`config.mk`:
```
export PLATFORM = sky130hd
export DESIGN_NAME = qlm_acc_flat
export DESIGN_NICKNAME = d
export VERILOG_FILES = /design/src/rtl/qlm_pkg.sv /design/src/rtl/qlm_acc_if.sv /design/src/rtl/qlm_acc_sat_add.sv /design/src/rtl/qlm_acc.sv /design/src/flat_wrapper.sv
export SDC_FILE = /design/constraint.sdc
export NUM_CORES = 1
export LEC_CHECK = 0
export CORE_MARGIN = 2
export CORE_UTILIZATION = 25
export CTS_BUF_LIST = sky130_fd_sc_hd__clkbuf_2
export CTS_CLUSTER_SIZE = 28
export DETAILED_ROUTE_END_ITERATION = 7
export HOLD_SLACK_MARGIN = 0.06
export PLACE_DENSITY = 0.55
export SYNTH_ARGS = -nofsm -noshare
export SYNTH_HDL_FRONTEND = slang
export SYNTH_SLANG_ARGS = --single-unit
```
`constraint.sdc`:
```
create_clock -name clk_i -period 3.6 [get_ports clk_i]
set_input_delay 0.72 -clock clk_i [delete_from_list [all_inputs] [get_ports clk_i]]
set_output_delay 0.72 -clock clk_i [all_outputs]
set_load 0.005 [all_outputs]
```
`src/rtl/qlm_pkg.sv`:
```
`default_nettype none
// +------------------------------------------------------------------+
// | qlm_pkg                                                          |
// | Shared types, constants and helpers for the qlm_acc accumulator. |
// | Revision: 1.0                                                    |
// +------------------------------------------------------------------+
package qlm_pkg;

  localparam int PROD_W = 16;

  typedef enum logic [1:0] {
    ST_IDLE  = 2'd0,
    ST_ACCUM = 2'd1,
    ST_DONE  = 2'd2
  } state_t;

  // Callers narrow the result to their own width with a size cast.
  function automatic logic [63:0] sext_prod(input logic [PROD_W-1:0] p);
    return {{(64-PROD_W){p[PROD_W-1]}}, p};
  endfunction

endpackage
`default_nettype wire

```
`src/rtl/qlm_acc_if.sv`:
```
`default_nettype none
// +------------------------------------------------------------------+
// | qlm_acc_if                                                       |
// | Job control, product stream and result port of qlm_acc.          |
// | Revision: 1.0                                                    |
// +------------------------------------------------------------------+
interface qlm_acc_if
  import qlm_pkg::*;
#(
  parameter int ACC_W = 20,
  parameter int LEN_W = 8
) ();

  logic              start_i;
  logic [LEN_W-1:0]  len_i;
  logic              in_valid_i;
  logic              in_ready_o;
  logic [PROD_W-1:0] prod_i;
  logic              out_valid_o;
  logic              out_ready_i;
  logic [ACC_W-1:0]  acc_o;
  logic              sat_o;
  logic              busy_o;

  modport master (
    output start_i, len_i, in_valid_i, prod_i, out_ready_i,
    input  in_ready_o, out_valid_o, acc_o, sat_o, busy_o
  );

  modport slave (
    input  start_i, len_i, in_valid_i, prod_i, out_ready_i,
    output in_ready_o, out_valid_o, acc_o, sat_o, busy_o
  );

endinterface
`default_nettype wire

```
`src/rtl/qlm_acc_sat_add.sv`:
```
`default_nettype none
// +------------------------------------------------------------------+
// | qlm_sat_add                                                      |
// | Combinational saturating add of a 16-bit product into ACC_W.     |
// | Revision: 1.0                                                    |
// +------------------------------------------------------------------+
module qlm_sat_add
  import qlm_pkg::*;
#(
  parameter int ACC_W = 20
) (
  input  wire logic [ACC_W-1:0]  acc,
  input  wire logic [PROD_W-1:0] prod,
  input  wire logic              cin,
  output logic      [ACC_W-1:0]  sum,
  output logic                   ovf
);

  localparam logic [ACC_W-1:0] c_max = {1'b0, {(ACC_W-1){1'b1}}};
  localparam logic [ACC_W-1:0] c_min = {1'b1, {(ACC_W-1){1'b0}}};

  logic [ACC_W:0] w_acc_ext;
  logic [ACC_W:0] w_add_ext;
  logic [ACC_W:0] w_raw;

  assign w_acc_ext = {acc[ACC_W-1], acc};
  assign w_add_ext = (ACC_W+1)'(sext_prod(prod));
  assign w_raw     = w_acc_ext + w_add_ext + {{ACC_W{1'b0}}, cin};

  // The extra top bit holds the true sign, so a disagreement with the
  // ACC_W-bit sign bit means the result left the representable range.
  always_comb begin
    ovf = w_raw[ACC_W] ^ w_raw[ACC_W-1];
    sum = w_raw[ACC_W-1:0];
    if (ovf) begin
      sum = w_raw[ACC_W] ? c_min : c_max;
    end
  end

endmodule
`default_nettype wire

```
`src/rtl/qlm_acc.sv`:
```
`default_nettype none
// +------------------------------------------------------------------+
// | qlm_acc                                                          |
// | Streaming saturating dot-product accumulator behind QLM_w4q2.    |
// | Revision: 1.0                                                    |
// +------------------------------------------------------------------+
module qlm_acc
  import qlm_pkg::*;
#(
  parameter int ACC_W   = 20,
  parameter int LEN_W   = 8,
  parameter int CORR_1C = 1
) (
  input  wire logic clk_i,
  input  wire logic rst_i,
  qlm_acc_if.slave  bus
);

  state_t           r_state;
  state_t           w_state_nxt;
  logic [ACC_W-1:0] r_acc;
  logic [LEN_W-1:0] r_cnt;
  logic             r_sat;

  logic             w_in_ready;
  logic             w_out_valid;
  logic             w_busy;
  logic             w_accept;
  logic             w_cin;
  logic [ACC_W-1:0] w_sum;
  logic             w_ovf;

  assign w_accept = bus.in_valid_i & w_in_ready;
  assign w_cin    = (CORR_1C != 0) ? bus.prod_i[PROD_W-1] : 1'b0;

  qlm_sat_add #(.ACC_W(ACC_W)) u_sat_add (
    .acc  (r_acc),
    .prod (bus.prod_i),
    .cin  (w_cin),
    .sum  (w_sum),
    .ovf  (w_ovf)
  );

  always_ff @(posedge clk_i) begin
    if (rst_i) begin
      r_state <= ST_IDLE;
    end else begin
      r_state <= w_state_nxt;
    end
  end

  always_comb begin
    w_state_nxt = r_state;
    case (r_state)
      ST_IDLE: begin
        if (bus.start_i) begin
          w_state_nxt = (bus.len_i == '0) ? ST_DONE : ST_ACCUM;
        end
      end
      ST_ACCUM: begin
        if (w_accept && (r_cnt == LEN_W'(1))) begin
          w_state_nxt = ST_DONE;
        end
      end
      ST_DONE: begin
        if (bus.out_ready_i) begin
          w_state_nxt = ST_IDLE;
        end
      end
      default: w_state_nxt = ST_IDLE;
    endcase
  end

  always_comb begin
    w_in_ready  = (r_state == ST_ACCUM);
    w_out_valid = (r_state == ST_DONE);
    w_busy      = (r_state == ST_ACCUM) || (r_state == ST_DONE);
  end

  // Sat is sticky across the job; only a new start clears it.
  always_ff @(posedge clk_i) begin
    if (rst_i) begin
      r_acc <= '0;
      r_cnt <= '0;
      r_sat <= 1'b0;
    end else if (r_state == ST_IDLE) begin
      if (bus.start_i) begin
        r_acc <= '0;
        r_sat <= 1'b0;
        r_cnt <= bus.len_i;
      end
    end else if (w_accept) begin
      r_acc <= w_sum;
      r_sat <= r_sat | w_ovf;
      r_cnt <= r_cnt - LEN_W'(1);
    end
  end

  assign bus.in_ready_o  = w_in_ready;
  assign bus.out_valid_o = w_out_valid;
  assign bus.busy_o      = w_busy;
  assign bus.acc_o       = r_acc;
  assign bus.sat_o       = r_sat;

endmodule
`default_nettype wire

```
`src/flat_wrapper.sv`:
```
// flat-port wrapper written by rule: the top's interface ports become plain ports
module qlm_acc_flat import qlm_pkg::*;
#(
  parameter int ACC_W   = 20,
  parameter int LEN_W   = 8,
  parameter int CORR_1C = 1
)
  (clk_i, rst_i, bus_start_i, bus_len_i, bus_in_valid_i, bus_prod_i, bus_out_ready_i, bus_in_ready_o, bus_out_valid_o, bus_acc_o, bus_sat_o, bus_busy_o);
  qlm_acc_if #(.ACC_W(ACC_W), .LEN_W(LEN_W)) bus_i ();
  input  wire logic clk_i;
  input  wire logic rst_i;
  input wire logic [$bits(bus_i.start_i)-1:0] bus_start_i;
  input wire logic [$bits(bus_i.len_i)-1:0] bus_len_i;
  input wire logic [$bits(bus_i.in_valid_i)-1:0] bus_in_valid_i;
  input wire logic [$bits(bus_i.prod_i)-1:0] bus_prod_i;
  input wire logic [$bits(bus_i.out_ready_i)-1:0] bus_out_ready_i;
  output wire logic [$bits(bus_i.in_ready_o)-1:0] bus_in_ready_o;
  output wire logic [$bits(bus_i.out_valid_o)-1:0] bus_out_valid_o;
  output wire logic [$bits(bus_i.acc_o)-1:0] bus_acc_o;
  output wire logic [$bits(bus_i.sat_o)-1:0] bus_sat_o;
  output wire logic [$bits(bus_i.busy_o)-1:0] bus_busy_o;
  assign bus_i.start_i = bus_start_i;
  assign bus_i.len_i = bus_len_i;
  assign bus_i.in_valid_i = bus_in_valid_i;
  assign bus_i.prod_i = bus_prod_i;
  assign bus_i.out_ready_i = bus_out_ready_i;
  assign bus_in_ready_o = bus_i.in_ready_o;
  assign bus_out_valid_o = bus_i.out_valid_o;
  assign bus_acc_o = bus_i.acc_o;
  assign bus_sat_o = bus_i.sat_o;
  assign bus_busy_o = bus_i.busy_o;
  qlm_acc #(.ACC_W(ACC_W), .LEN_W(LEN_W), .CORR_1C(CORR_1C)) u_core (.clk_i(clk_i), .rst_i(rst_i), .bus(bus_i));
endmodule
```
==> results of run 1 <==
[logic make-up after synthesis]
group,count (synthesis),share of synthesized area (%)
simple gates,115,20.8
compound gates,111,30.2
flops,31,24.4
buf+inv,27,4.28
fa+ha+maj,26,13.4
xor+xnor,19,6.54
mux,1,0.442
[per-layer routing]
metal | vias to the layer above | GRT usage, %
met1 | 1206 | 18.3
met4 | 0 | 3.71
met5 | - | 0
li1 | 1320 | -
met2 | 61 | 22.3
met3 | 10 | 3.31
[state kept, by name (all words and copies together), names as in the netlist]
name,count
u_core.bus.acc_o,20
u_core.r_cnt,8
u_core.r_state,2
u_core.bus.sat_o,1
[power by group through the flow]
stage	logic (uW)	clock network (uW)	registers, uW
floorplan	284	0	399
global placement	423	0	405
detailed placement	425	0	406
CTS	428	267	399
global route	479	283	404
finish	429	255	399
[cell usage after synthesis, drive strengths merged (3+ instances only)]
| master | count | area share, % |
|---|---|---|
| buf | 5 | 1.0 |
| xnor2 | 11 | 3.8 |
| nand2 | 48 | 7.1 |
| inv | 13 | 1.9 |
| nor4 | 3 | 0.74 |
| ha | 24 | 12 |
| a311oi | 9 | 3.1 |
| xor2 | 8 | 2.8 |
| o21ai | 19 | 3.7 |
| a31oi | 3 | 1.3 |
| nand3 | 11 | 2.4 |
| clkbuf | 9 | 1.3 |
| nor3 | 8 | 1.6 |
| nor2b | 4 | 0.98 |
| and3 | 5 | 1.2 |
| dfxtp | 31 | 24 |
| o22ai | 3 | 0.74 |
| a211oi | 5 | 2.1 |
| o211ai | 3 | 0.88 |
| nand2b | 5 | 1.2 |
| a21oi | 40 | 7.9 |
| o21a | 4 | 1.2 |
| nor2 | 23 | 3.4 |
| a21o | 8 | 2.4 |
[stage by stage]
step	instances	utilization (%)	area [um^2]	worst slack [ns]	total power (uW)
5_1_grt	523	34.0	3340	0.0967	1170
2_1_floorplan	330	-	2540	0.437	684
3_3_place_gp	515	33.4	3280	-0.0962	828
6_report	523	34.0	3340	0.263	1080
3_5_place_dp	515	33.4	3280	-0.154	831
4_1_cts	523	34.0	3340	0.285	1090
[worst max-delay path, stage by stage]
cell and delay [ns]:
sky130_fd_sc_hd__clkdlybuf4s50_1 0.43, sky130_fd_sc_hd__fa_1 0.48, sky130_fd_sc_hd__inv_1 0.10, sky130_fd_sc_hd__fa_1 0.18, sky130_fd_sc_hd__nand2b_1 0.14, sky130_fd_sc_hd__a21o_1 0.18
sky130_fd_sc_hd__a31oi_4 0.10, sky130_fd_sc_hd__a211oi_2 0.36, sky130_fd_sc_hd__o32ai_4 0.15, sky130_fd_sc_hd__or3_1 0.52, sky130_fd_sc_hd__nand2_1 0.15, sky130_fd_sc_hd__o21ai_0 0.10
[final timing paths]
kind	startpoint	slack (ns)	to	depth (start not counted)
setup / recovery	bus_prod_i[0]	0.26	u_core.bus.acc_o[16]	12
hold / removal	u_core.r_cnt[7]	0.51	u_core.r_cnt[7]	2
setup reg to reg	u_core.bus.acc_o[0]	0.63	u_core.bus.acc_o[16]	11
hold reg to reg	u_core.r_cnt[7]	0.51	u_core.r_cnt[7]	2
[layout make-up]
type                            instances  area (um^2)
Fill cell                            1093         6480
Sequential cell                        31          621
Timing Repair Buffer                   66          626
Clock inverter                          3         38.8
Clock buffer                            5         25.0
Tap cell                              133          166
Multi-Input combinational cell        272         1820
Inverter                               13         48.8
[cells in the final DEF (no fill, tap or decap), types with 9 or more instances in the layout]
cell type / Yosys / layout
sky130_fd_sc_hd__clkdlybuf4s50_1: 0 / 52
sky130_fd_sc_hd__nand2_1: 48 / 48
sky130_fd_sc_hd__a21oi_1: 40 / 40
sky130_fd_sc_hd__dfxtp_1: 31 / 31
sky130_fd_sc_hd__ha_1: 24 / 24
sky130_fd_sc_hd__nor2_1: 23 / 23
sky130_fd_sc_hd__buf_4: 1 / 14
sky130_fd_sc_hd__inv_1: 13 / 13
sky130_fd_sc_hd__o21ai_0: 12 / 12
sky130_fd_sc_hd__xnor2_1: 11 / 11
sky130_fd_sc_hd__nand3_1: 10 / 10
sky130_fd_sc_hd__a311oi_1: 9 / 9
==> impl_metrics.ini, run 1 <==
[timing]
grt_setup_unrepaired = no
max_slew_headroom_pct = 13.9
fin_hold_ws_ns = 0.507
count_of_endpoints_failing_hold_in_the_final_timing_report = 0
final-setup-viol-count = 0
worst_setup_skew_after_layout_ns = 0.0238
period_minus_slack_ns = 3.34
drv_slew = 0
layout_worst_path_cycle_share_pct = 92.7
fin_tns_setup_ns = 0
tightestPinTransition_ns = 1.29
max_clock_freq_mhz = 300

[synthesis]
mappedNetlistArea_mm2 = 0.00254
synth_cell_type_count = 54
yosysSeqAreaShare_pct = 24.4
synthesis.yosys.warnings = 0
postSynthRegisterBits = 31
synth-async-reset-ratio_pct = 0
syn-mean-instance-area_um2 = 7.71
post_synth_edffs = 0
postSynthNetCount = 385
synthesis.instances = 330
synth-main-ff-cell = sky130_fd_sc_hd__dfxtp_1

[power_and_ir_drop]
power_density_mw_per_mm2 = 324
switching_power_uw = 407
p_sw_share_pct = 37.6
static_power_due_to_leakage_uw = 0.00133
p_int_uw = 676
p_comb_share_pct = 39.6
seq_power_share_pct = 36.8
peak_vdd_ir_mv = 0.147
clock_power_share_pct = 23.5

[grt]
gr-usage-all-layers_pct = 13.8
pin_count_of_the_biggest_net_entering_global_routing = 22
grt_antenna_before_repair = 0
grt_overflow = 0
first_global_vias = 2538
grt_first_pass_wirelength_um = 12400

[cells_and_area]
area_growth_pct = 31.3
fraction_of_layout_cells_with_a_size_suffix_above_1_pct = 7.69
final_layout_net_count = 444
n_diodes = 0

[route]
top_routing_layer_in_use = met4
vias = 2597
drt_first_pass_iters = 4
postRouteWirelength_um = 7440
drt-wirelength-per-cell_um = 14.2
drt_first_iter_violations = 75
wl_met3_um = 354
route.layer.met1.wl_um = 3660
drc_errors = 0
postRouteAntennaNets = 0
wl_met2_um = 3320
drt-vias-per-instance = 4.97

[placed_design]
portBuffers = 52
place_congestion = 0.821
detailed_place_hpwl_um = 5880

[critical_path]
cp_data_required_time_ns = 3.89
critical_path.endpoint_type = flop
critPathArrivalTime_ns = 3.62
cp_max_fo = 7
cp-start-kind = primary input
timing.setup.critical_path_class = in -> reg

[floorplanning]
die_h_um = 105
die_x_um = 105
core-area_mm2 = 0.00982
initial_utilization_pct = 25.9
overall_die_area_mm2 = 0.0110
row_count = 36
io-pin-count = 53

[cts]
cts-root-buf = sky130_fd_sc_hd__clkbuf_2
postCtsSetupBuffers = 0
resize_count_post_cts = 0
cts.clk_slew.worst_paths_ns = 0.19
htree_num_levels = 2
clock_latency_ns = 0.40
clock_sinks = 31
tritoncts = done
ctsLongestPathBuffers = 2
ctsHoldBuffers = 0
cts_buffers = 5

[job]
maxCapViolations = 0

[min_path]
min-delay-path-class = reg -> reg

[status]
status = complete, no violations
Power figures use the tool's default switching activity.
==> inputs of run 2 (changes only) <==
Settings changed: SLEW_MARGIN set to 20.
==> run 2 against run 1 <==
Compared with the run above: register-to-register slack worse by 0.03 ns; sequential power about the same; cell count unchanged; largest cell class unchanged; highest routed layer unchanged.
==> impl_metrics.ini, run 2 (synthesized netlist as in run 1, its figures left out) <==
[timing]
grt_setup_unrepaired = no
worst_setup_skew_after_layout_ns = 0.0316
fin_tns_setup_ns = 0
layout_worst_path_cycle_share_pct = 92.9
final-setup-viol-count = 0
drv_slew = 0
tightestPinTransition_ns = 0.759
fin_hold_ws_ns = 0.509
count_of_endpoints_failing_hold_in_the_final_timing_report = 0
max_slew_headroom_pct = 49.3
max_clock_freq_mhz = 299
period_minus_slack_ns = 3.34

[grt]
grt_overflow = 0
grt_antenna_before_repair = 0
gr-usage-met3_pct = 3.24
top_usage_layer = met2
grtUsageMet1_pct = 18.3
grt_first_pass_wirelength_um = 12400
gr-usage-all-layers_pct = 13.7
routing_usage_on_met2_pct = 22.2
first_global_vias = 2523
pin_count_of_the_biggest_net_entering_global_routing = 22

[cts]
cts_buffers = 5
cts-root-buf = sky130_fd_sc_hd__clkbuf_2
tritoncts = done
ctsLongestPathBuffers = 2
ctsHoldBuffers = 0
clock_latency_ns = 0.39
clock_sinks = 31
resize_count_post_cts = 0
postCtsSetupBuffers = 0
htree_num_levels = 2
cts.clk_slew.worst_paths_ns = 0.20

[route]
drt-vias-per-instance = 4.93
postRouteWirelength_um = 7500
vias = 2580
drt_first_pass_iters = 4
drt_first_iter_violations = 93
postRouteAntennaNets = 0
drt-wirelength-per-cell_um = 14.3
drc_errors = 0

[critical_path]
register_to_register_path_depth = 10
cp_common_cell = sky130_fd_sc_hd__fa_1
critical_path.endpoint_type = flop
crit_path_end = u_core.bus.acc_o[1]
worst_setup_path_startpoint = bus_prod_i[0]
cp_data_required_time_ns = 3.90
rr_endpoint = u_core.bus.acc_o[1]
slowest_delay_ns = 0.53
timing.setup.critical_path_class = in -> reg
worst_path_cell_trace = clkdlybuf4s50_1 -> fa_1 -> inv_1 -> fa_1 -> nand2b_1 -> a21o_1 -> a31oi_4 -> a211oi_2 -> o32ai_4 -> or3_1 -> a32o_1
crit-reg2reg-launch = u_core.bus.acc_o[0]
cp-start-kind = primary input
reg2reg_slack_ns = 0.60
cp_max_fo = 7
critPathArrivalTime_ns = 3.65
critPathSlowestCell = sky130_fd_sc_hd__or3_1

[cells_and_area]
largest_reg_flops = 20
fillers = 1084
fraction_of_layout_cells_with_a_size_suffix_above_1_pct = 7.95
final_cell_mix = sky130_fd_sc_hd__clkdlybuf4s50_1, sky130_fd_sc_hd__nand2_1, sky130_fd_sc_hd__a21oi_1
multi_input_comb_area_mm2 = 0.00182
final_layout_net_count = 444
area_growth_pct = 31.4
n_diodes = 0
mostFrequentLayoutCell = sky130_fd_sc_hd__clkdlybuf4s50_1
seq_area_um2 = 621

[power_and_ir_drop]
peak_vdd_ir_mv = 0.178
static_power_due_to_leakage_uw = 0.00133
p_sw_share_pct = 37.6
p_int_uw = 677
clock_power_share_pct = 23.6
seq_power_share_pct = 36.8
power_density_mw_per_mm2 = 324
p_comb_share_pct = 39.5
p_total_uw = 1080
switching_power_uw = 407

[job]
maxCapViolations = 0

[placed_design]
place_congestion = 0.821
detailed_place_hpwl_um = 5880
portBuffers = 52

[floorplanning]
row_count = 36
initial_utilization_pct = 25.9
die_x_um = 105
core-area_mm2 = 0.00982
die_h_um = 105
overall_die_area_mm2 = 0.0110
io-pin-count = 53

[min_path]
min-delay-path-class = reg -> reg

[status]
status = complete, no violations
## run 2: cell counts in the layout (fill, tap and decap cells not counted)
No cell type changed its count.
## run 2: worst min path at each step
stage / start / end / cells past startpoint / slack, ns
2_1_floorplan: u_core.bus.sat_o / u_core.bus.sat_o / 1 / 0.45
3_3_place_gp: u_core.r_cnt[7] / u_core.r_cnt[7] / 2 / 0.47
3_5_place_dp: u_core.bus.sat_o / u_core.bus.sat_o / 1 / 0.48
4_1_cts: u_core.r_cnt[7] / u_core.r_cnt[7] / 2 / 0.51
5_1_grt: u_core.r_cnt[7] / u_core.r_cnt[7] / 2 / 0.53
6_report: u_core.r_cnt[7] / u_core.r_cnt[7] / 2 / 0.51
## run 2: cell type report
class                      instances  area share (%)
clock inverter                     3            1.16
inverter                          13            1.46
timing repair buffer              66            18.7
tap                              133            4.98
sequential                        31            18.6
clock buffer                       5           0.749
multi-input combinational        272            54.4
## run 2: layer usage
layer | vias up | part of all wire, %
li1 | 1319 | -
met1 | 1190 | 49
met2 | 62 | 45
met3 | 9 | 5.3
met4 | 0 | 0.92
met5 | - | 0
## run 2: power by group through the flow
stage,clock network [uW],registers [uW],logic (uW)
2_1_floorplan,0,399,284
3_3_place_gp,0,405,423
3_5_place_dp,0,406,426
4_1_cts,267,399,429
5_1_grt,284,404,479
6_report,256,399,428
## run 2: worst max-delay path, delay by kind of cell
family | cells | cell delay, ns
compound gates | 5 | 1.08
fa+ha+maj | 2 | 0.65
buf+inv | 2 | 0.53
simple gates | 2 | 0.66
## run 2: stage by stage
stage | setup slack (ns) | instance area [um^2] | utilization, % | std cells
final | 0.255 | 3340 | 34.0 | 523
after global routing | 0.0646 | 3340 | 34.0 | 523
after CTS | 0.277 | 3340 | 34.0 | 523
after floorplan | 0.437 | 2540 | - | 330
after global placement | -0.0962 | 3280 | 33.4 | 515
after detailed placement | -0.152 | 3280 | 33.4 | 515
